<file path="src/rtl/div_iter_hs.sv">
`default_nettype none
// ============================================================================
// Module   : div_iter_hs
// Purpose  : Restoring radix-2 divider (DIV/DIVU) with valid/ready handshakes,
//            optional leading-zero skip, divide-by-zero detection and flush.
// Revision : 1.0  initial release
// ============================================================================
module div_iter_hs #(
  parameter int WIDTH       = 32,
  parameter int EARLY_TERM  = 1,
  parameter int COUNT_WIDTH = $clog2(WIDTH + 1)
) (
  input  logic             clk,
  input  logic             reset,
  input  logic             flush,
  input  logic             in_valid,
  output logic             in_ready,
  input  logic             is_signed,
  input  logic [WIDTH-1:0] dividend,
  input  logic [WIDTH-1:0] divisor,
  output logic             out_valid,
  input  logic             out_ready,
  output logic [WIDTH-1:0] quotient,
  output logic [WIDTH-1:0] remainder,
  output logic             div_by_zero,
  output logic             busy
);

  typedef enum logic [1:0] {
    S_IDLE = 2'd0,
    S_CALC = 2'd1,
    S_DONE = 2'd2
  } state_t;

  localparam logic [COUNT_WIDTH-1:0] c_width = COUNT_WIDTH'(WIDTH);
  localparam logic [COUNT_WIDTH-1:0] c_one   = COUNT_WIDTH'(1);

  state_t                 r_state;
  state_t                 w_state_nxt;
  logic [WIDTH-1:0]       r_rem;
  logic [WIDTH-1:0]       r_dvd;
  logic [WIDTH-1:0]       r_dvs;
  logic [COUNT_WIDTH-1:0] r_cnt;
  logic                   r_neg_q;
  logic                   r_neg_r;
  logic [WIDTH-1:0]       r_quotient;
  logic [WIDTH-1:0]       r_remainder;
  logic                   r_dbz;

  logic                   w_accept;
  logic [WIDTH-1:0]       w_dvd_abs;
  logic [WIDTH-1:0]       w_dvs_abs;
  logic [COUNT_WIDTH-1:0] w_clz;
  logic [COUNT_WIDTH-1:0] w_iter;
  logic [COUNT_WIDTH-1:0] w_shamt;
  logic [WIDTH:0]         w_shift;
  logic [WIDTH:0]         w_diff;
  logic                   w_ge;
  logic [WIDTH-1:0]       w_rem_nxt;
  logic [WIDTH-1:0]       w_quo_nxt;
  logic                   w_last_step;

  function automatic logic [COUNT_WIDTH-1:0] f_clz(input logic [WIDTH-1:0] v);
    logic [COUNT_WIDTH-1:0] n;
    n = COUNT_WIDTH'(WIDTH);
    for (int i = 0; i < WIDTH; i++) begin
      if (v[i]) n = COUNT_WIDTH'(WIDTH - 1 - i);
    end
    return n;
  endfunction

  assign in_ready    = (r_state == S_IDLE) | ((r_state == S_DONE) & out_ready);
  assign w_accept    = in_valid & in_ready & ~flush;
  assign out_valid   = (r_state == S_DONE);
  assign busy        = (r_state == S_CALC);
  assign quotient    = r_quotient;
  assign remainder   = r_remainder;
  assign div_by_zero = r_dbz;

  // Operand preparation: magnitudes and the number of steps actually needed
  always_comb begin
    w_dvd_abs = (is_signed & dividend[WIDTH-1]) ? -dividend : dividend;
    w_dvs_abs = (is_signed & divisor[WIDTH-1])  ? -divisor  : divisor;
    w_clz     = f_clz(w_dvd_abs);
    w_iter    = c_width;
    w_shamt   = '0;
    if (divisor == '0) begin
      w_iter = '0;
    end else if (EARLY_TERM != 0) begin
      if (w_clz == c_width) begin
        w_iter = c_one;
      end else begin
        w_iter  = c_width - w_clz;
        w_shamt = w_clz;
      end
    end
  end

  // One restoring step; the partial remainder is always below |divisor|,
  // so the WIDTH+1 bit difference cannot overflow.
  always_comb begin
    w_shift     = {r_rem, r_dvd[WIDTH-1]};
    w_diff      = w_shift - {1'b0, r_dvs};
    w_ge        = ~w_diff[WIDTH];
    w_rem_nxt   = w_ge ? w_diff[WIDTH-1:0] : w_shift[WIDTH-1:0];
    w_quo_nxt   = {r_dvd[WIDTH-2:0], w_ge};
    w_last_step = (r_state == S_CALC) & (r_cnt == c_one);
  end

  always_comb begin
    w_state_nxt = r_state;
    case (r_state)
      S_IDLE: if (w_accept) w_state_nxt = (w_iter == '0) ? S_DONE : S_CALC;
      S_CALC: if (r_cnt == c_one) w_state_nxt = S_DONE;
      S_DONE: begin
        if (w_accept)       w_state_nxt = (w_iter == '0) ? S_DONE : S_CALC;
        else if (out_ready) w_state_nxt = S_IDLE;
      end
      default: w_state_nxt = S_IDLE;
    endcase
    if (flush) w_state_nxt = S_IDLE;
  end

  always_ff @(posedge clk) begin
    if (reset) begin
      r_state     <= S_IDLE;
      r_rem       <= '0;
      r_dvd       <= '0;
      r_dvs       <= '0;
      r_cnt       <= '0;
      r_neg_q     <= 1'b0;
      r_neg_r     <= 1'b0;
      r_quotient  <= '0;
      r_remainder <= '0;
      r_dbz       <= 1'b0;
    end else begin
      r_state <= w_state_nxt;
      if (w_accept) begin
        r_rem   <= '0;
        r_dvd   <= w_dvd_abs << w_shamt;
        r_dvs   <= w_dvs_abs;
        r_cnt   <= w_iter;
        r_neg_q <= is_signed & (dividend[WIDTH-1] ^ divisor[WIDTH-1]);
        r_neg_r <= is_signed & dividend[WIDTH-1];
        if (w_iter == '0) begin
          r_quotient  <= '1;
          r_remainder <= dividend;
          r_dbz       <= 1'b1;
        end
      end else if (flush) begin
        r_cnt <= '0;
      end else if (r_state == S_CALC) begin
        r_rem <= w_rem_nxt;
        r_dvd <= w_quo_nxt;
        r_cnt <= r_cnt - c_one;
        if (w_last_step) begin
          r_quotient  <= r_neg_q ? -w_quo_nxt : w_quo_nxt;
          r_remainder <= r_neg_r ? -w_rem_nxt : w_rem_nxt;
          r_dbz       <= 1'b0;
        end
      end
    end
  end

endmodule
`default_nettype wire

</file>
<file path="config.mk">
export PLATFORM = sky130hd
export DESIGN_NAME = div_iter_hs
export DESIGN_NICKNAME = d
export VERILOG_FILES = /design/src/rtl/div_iter_hs.sv
export SDC_FILE = /design/constraint.sdc
export NUM_CORES = 1
export LEC_CHECK = 0
export CORE_ASPECT_RATIO = 0.5
export CORE_UTILIZATION = 40
export CTS_CLUSTER_DIAMETER = 50
export CTS_CLUSTER_SIZE = 40
export DETAILED_ROUTE_END_ITERATION = 10
export PLACE_DENSITY = 0.69
export SKIP_CTS_REPAIR_TIMING = 1
export SYNTH_ARGS = -nofsm -noshare
export SYNTH_HDL_FRONTEND = slang
export SYNTH_SLANG_ARGS = --single-unit
</file>
<file path="constraint.sdc">
create_clock -name clk -period 8.35 [get_ports clk]
set_input_delay 1.67 -clock clk [delete_from_list [all_inputs] [get_ports clk]]
set_output_delay 1.67 -clock clk [all_outputs]
set_load 0.02 [all_outputs]
</file>
Yosys cells after proc, flatten, opt, wreduce, memory -nomap -nowiden:

Cells that the tools add are included.

* output and inout bits: 68
* register bits: 171
* bits of input ports: 70

* shift operators: 1
* bitwise logic cells: 11
* mux-type cells: 68
* eq/ne operators: 9
* reductions and logical operators: 12
* add/subtract/negate cells: 7

Operators by type and width (number)
* 32-bit two-way mux: 18
* 6-bit two-way mux: 39
* 32-bit negation: 4
* 33-bit by 32-bit subtractor with 33-bit output: 1
* 32-bit logical NOT: 1
* 32-bit by 6-bit << shifter with 32-bit output: 1
* 2-bit two-way mux: 5
* 1-bit bitwise AND: 7
* 6-bit by 1-bit equality test with 1-bit output (second input constant): 1
* 6-bit equality test (second input constant): 1
* 6-bit logical NOT: 1
* 2-bit by 1-bit != test with 1-bit output (second input constant): 3
* 2-bit case mux with 3 select lines: 1
* 6-bit by 1-bit subtractor with 6-bit output (second input constant): 1
* 6-bit subtractor (first input constant): 1
* 1-bit two-way mux: 5
* 2-bit AND reduction: 2
* 4-bit AND reduction: 1
* 2-bit nonzero test: 2
* 2-bit OR reduction: 2
* 3-bit by 1-bit != test with 1-bit output (second input constant): 1
* 3-bit AND reduction: 1
* 3-bit nonzero test: 1
* 2-bit by 1-bit equality test with 1-bit output (second input constant): 1
* other kinds (6): 7

Logic depth before layout (Yosys ltp):

Gate-level depths: netlist of the first run.

* depth after elaboration: 41
* gate-level depth with buffers: 29
* gate-level depth less buffers: 23

Worst setup path after synthesis of the first run:

No wires, ideal clock.

* path type: input port to flip-flop
* from: in dividend[0]
* to: reg r_dvd[30]
* setup slack: 0.700 ns
* buffers on the path: 3
* arrival time: 7.530 ns
* required time: 8.230 ns
* stages: 25
* path through: clkbuf_1 > inv_1 > ha_1 > clkbuf_1 > or3b_2 > o41ai_2 > xor2_1 > nand3_1 > a311oi_1 > o21ai_0 > and2_1 > clkbuf_1 > inv_1 > ha_1 > nand4_1 > or4_1 > or4b_1 > or4_4 > o211ai_2 > nor2_1 > mux2_4 > mux2i_1 > o31ai_1 > a221o_1 > o31a_1

* cells in the longest elaborated chain, start to end: 39

RTL lines
* start: declaration: line 19 `input logic [WIDTH-1:0] dividend,`
* 32-bit negation: line 82 `w_dvd_abs = (is_signed & dividend[WIDTH-1]) ? -dividend : dividend;`
* 32-bit two-way mux (*): line 82
* 6-bit two-way mux (32 in a row): line 67 `if (v[i]) n = COUNT_WIDTH'(WIDTH - 1 - i);`
* 6-bit equality test: line 90 `if (w_clz == c_width) begin`
* 6-bit two-way mux: line 90
* 6-bit two-way mux: line 87 `if (divisor == '0) begin`
* 32-bit by 6-bit << shifter with 32-bit output (*): line 140 `r_dvd <= w_dvd_abs << w_shamt;`
* 32-bit two-way mux (*): line 138 `if (w_accept) begin`
* end signal: assignment: line 140
* end signal: assignment: line 154 `r_dvd <= w_quo_nxt;`
* end: declaration: line 41 `logic [WIDTH-1:0] r_dvd;`

Mark *: on every way between the ends. The rest lies on a longest branch, timed or not.
A chain may end at the register's enable or synchronous reset.

Final worst setup path of the first run:

* from: in dividend[11]
* to: reg r_dvd[25]

* cells in the longest elaborated chain, start to end: 28

RTL lines (line)
* 32-bit negation: 82
* 32-bit two-way mux (*): 82
* 6-bit two-way mux (21 in a row): 67
* 6-bit equality test: 90
* 6-bit two-way mux: 90
* 6-bit two-way mux: 87
* 32-bit by 6-bit << shifter with 32-bit output (*): 140
* 32-bit two-way mux (*): 138

Marked as above.

==> impl_results.md, run 1 <==
* Synthesis-stage register bit count at 171
* Primary FF master, synth: dfxtp_1
* Worst skew pair latency at 460 ps
* Via density at 6.22
* Status: finished, final reports clean
* Total GRT Usage at 0.288
* CP cell instances: clkdlybuf4s50_1, nor4_1, nand4_1, buf_4, o2111a_1, a21oi_1, and2_1, o21ai_0, o31a_2, inv_2, ha_1, nand4_1, or4_1, or4b_1, or4_4, o211a_4, a21boi_0, nor3_1, a311oi_1, a21oi_1, a221oi_1, o31ai_1
* Slew HR at 0.256
* Final hold vios at 0
* Final Setup Violations at 0
* Share of layout cells above drive strength 1 at 0.0873
* Critical R2R Launch: r_dvd[31]
* TritonRoute pass-1 iters at 6
* Ant. Diodes at 0
* CTS tree: yes
* GP Congestion at 1.02
* DR vias at 17.1k
* Detailed placement HPWL at 43.4 mm
* Die Width at 280 µm
* P&R area growth vs syn at 17.6%
* DR WL/cell at 21.0 µm
* Sequential area share after synthesis at 0.222
* CP Class: in2reg
* Max Cap Viol at 0
* Die height at 141 µm
* CP endpoint kind: register
* Crit path to: r_dvd[25]
* Mapped Nets at 2230
* Reg clk slew, reported paths at 70 ps
* Finished Cell Area at 18100 µm²
* HP Class: reg2reg
* Min Tclk post-route at 7910 ps
* Starting DRT DRC Count at 2308
* # clock sinks at 171
* GR Overflow Total at 0
* Num rows at 50
* DP Area at 17500 µm²
* Flop-to-flop setup slack at 1490 ps
* First-pass GRT wire length at 89.8 mm
* Post-synth ARST share at 0
* Worst stage delay on the critical path at 660 ps
* Post-Route Skew at 15.2 ps
* Crit share post-route at 0.947
* Worst vdd ir at 111 µV
* Least-Margin Pin Slew at 1110 ps
* # DRC at 0
* Starting Density at 0.410
* Port Buffer Count at 137
* Clock buffer count from CTS at 17
* Total negative slack at 0 ps
* Detailed-route wire length at 57.6 mm
* CP required at 8660 ps
* Worst flop-to-flop path endpoint: remainder[30]
* Boundary pin count at 138
* Fill cells at 3781
* Distinct cells, synth at 99
* CP startpoint kind: input pin
* Setup crit start: dividend[11]
* F_max at 126 MHz
* Mapped Cells at 2119
* Data arrival time of the worst path at 8220 ps
* ANT nets after route at 0
* Syn avg cell area at 7.28 µm²
* Initial antenna violation count at 1
* Layout Nets at 2322
* CTS H-Tree Depth at 4
* Power per cell area at 151 nW/µm²
* Core area at 37700 µm²
* Leak at 6.35 nW
* Worst r2r path cells at 23
* Die area at 39400 µm²
* Pins over their slew limit at 0
* Synth warn at 0
* CP Max Fanout at 8
* Slowest CP cell: nor4_1
* RSZ-0062 raised after global routing: no
* CTS Buffer Depth at 2
* Vias in the first global route at 15.3k
* Clock Root Buffer: clkbuf_16
* Post-Syn Area at 15400 µm²
* Largest net degree at the start of global routing at 76
* Number of flops mapped to enable cells by yosys at 0
-- sequential cells by signal, indices dropped and copies added, names as in the netlist --
register / flops
div_by_zero: 1
r_state: 2
r_cnt: 6
r_dvs: 32
r_rem: 32
r_neg_q: 1
remainder: 32
quotient: 32
r_dvd: 32
r_neg_r: 1
-- cells by family after synthesis --
logic type | synth area share
AO/OA/AOI/OAI | 0.317
XOR/XNOR | 0.0829
adder cells (fa/ha/maj) | 0.0337
buffers and inverters | 0.0608
flip-flops | 0.222
multiplexers | 0.0389
AND/OR/NAND/NOR | 0.244
-- critical path, delay by kind of cell --
family,cells,cell delay [ps]
buffers and inverters,3,900
AND/OR/NAND/NOR,8,2910
AO/OA/AOI/OAI,10,2550
adder cells (fa/ha/maj),1,170
-- area by class of cell --
class,instances,area (µm²),share of cell area
tap,520,651,0.0358
inverter,62,233,0.0128
clock inverter,10,130,0.00717
timing repair buffer,238,2140,0.118
multi-input combinational,1721,11100,0.612
clock buffer,21,470,0.0259
sequential,171,3420,0.189
-- placed cells by master, fill, tap and decap left out, types with 11 or more instances in the layout --
| cell type | instances |
|---|---|
| nand3_1 | 48 |
| ha_1 | 40 |
| a211oi_1 | 131 |
| nor2_1 | 233 |
| nand4_1 | 14 |
| o21ai_0 | 123 |
| a31oi_1 | 23 |
| a21o_1 | 30 |
| or3_1 | 34 |
| clkbuf_16 | 17 |
| a211o_1 | 11 |
| nand2_1 | 181 |
| o41ai_1 | 14 |
| nor3_1 | 110 |
| xnor2_1 | 63 |
| inv_1 | 58 |
| o21a_1 | 12 |
| o31ai_1 | 32 |
| nor4_1 | 23 |
| and2_1 | 16 |
| o211ai_1 | 27 |
| and3_1 | 15 |
| o21bai_1 | 15 |
| buf_4 | 101 |
| or2_2 | 12 |
| nand2b_1 | 13 |
| xor2_1 | 83 |
| clkdlybuf4s50_1 | 136 |
| a311oi_1 | 23 |
| mux2i_1 | 54 |
| a21oi_1 | 126 |
| dfxtp_1 | 171 |
-- power by group --
group	internal (mW)	switching (mW)	total [mW]
Sequential	0.846	0.0370	0.883
Clock	0.469	0.383	0.853
Combinational	0.376	0.633	1.01
-- synthesized netlist by cell type, types with 7 or more instances --
library cell    n  area [µm²]
a2111oi_0       8        70.1
a211o_1        11        96.3
a211oi_1      131         983
a21o_1         30         225
a21oi_1       127         636
a221oi_1        8        70.1
a22oi_1         7        52.6
a311oi_1       23         201
a31oi_1        23         144
and2_1         16         100
and3_1         15        93.8
and4_1         10        87.6
buf_1          16        60.1
buf_2          21         105
clkbuf_1      117         439
dfxtp_1       171        3420
ha_1           40         500
inv_1          59         221
mux2i_1        54         541
nand2_1       181         679
nand2b_1       13        81.3
nand3_1        48         240
nand3b_1        9        67.6
nand4_1        14        87.6
nor2_1        237         890
nor2b_1        10        62.6
nor3_1        110         551
nor3b_1         7        52.6
nor4_1         23         144
nor4b_1         7        61.3
o211ai_1       27         203
o21a_1         12        90.1
o21ai_0       123         616
o21bai_1       15         113
o22ai_1         9        56.3
o31ai_1        32         240
o41ai_1        14         123
or2_2          12        75.1
or3_1          34         213
or4_1           8        60.1
xnor2_1        63         552
xor2_1         83         727
-- how the worst min path moves through the flow --
stage,slack [ps],depth (start not counted),end,startpoint
finish,470,2,r_dvs[31],r_dvs[31]
global route,510,2,r_dvs[0],r_dvs[0]
CTS,460,2,r_dvs[31],r_dvs[31]
detailed placement,450,2,r_dvs[31],r_dvs[31]
global placement,440,2,r_dvs[31],r_dvs[31]
floorplan,430,2,r_dvs[31],r_dvs[31]
-- metrics by stage --
step                 util  power [mW]  instances  hold slack (ps)  setup WS [ps]
detailed placement  0.466        1.87       2712              453            125
finish              0.482        2.74       2743              471            441
CTS                 0.482        2.72       2743              462            595
global route        0.482        2.86       2743              507            133
global placement    0.466        1.87       2712              442            192
floorplan               -        1.55       2119              432            700
-- per-layer routing --
layer | GRT usage | share of wire
met1 | 0.418 | 0.47
met2 | 0.432 | 0.42
met3 | 0.0471 | 0.081
met4 | 0.0889 | 0.026
met5 | 0 | 0.00021
Power figures use the tool's default switching activity.
==> run 2: changes to the inputs <==
Settings changed: ABC_AREA set to 0, CTS_CLUSTER_DIAMETER 50 to not set.
==> results of run 2 <==
No change in the layout: final DEF, timing and power equal those of run 1.
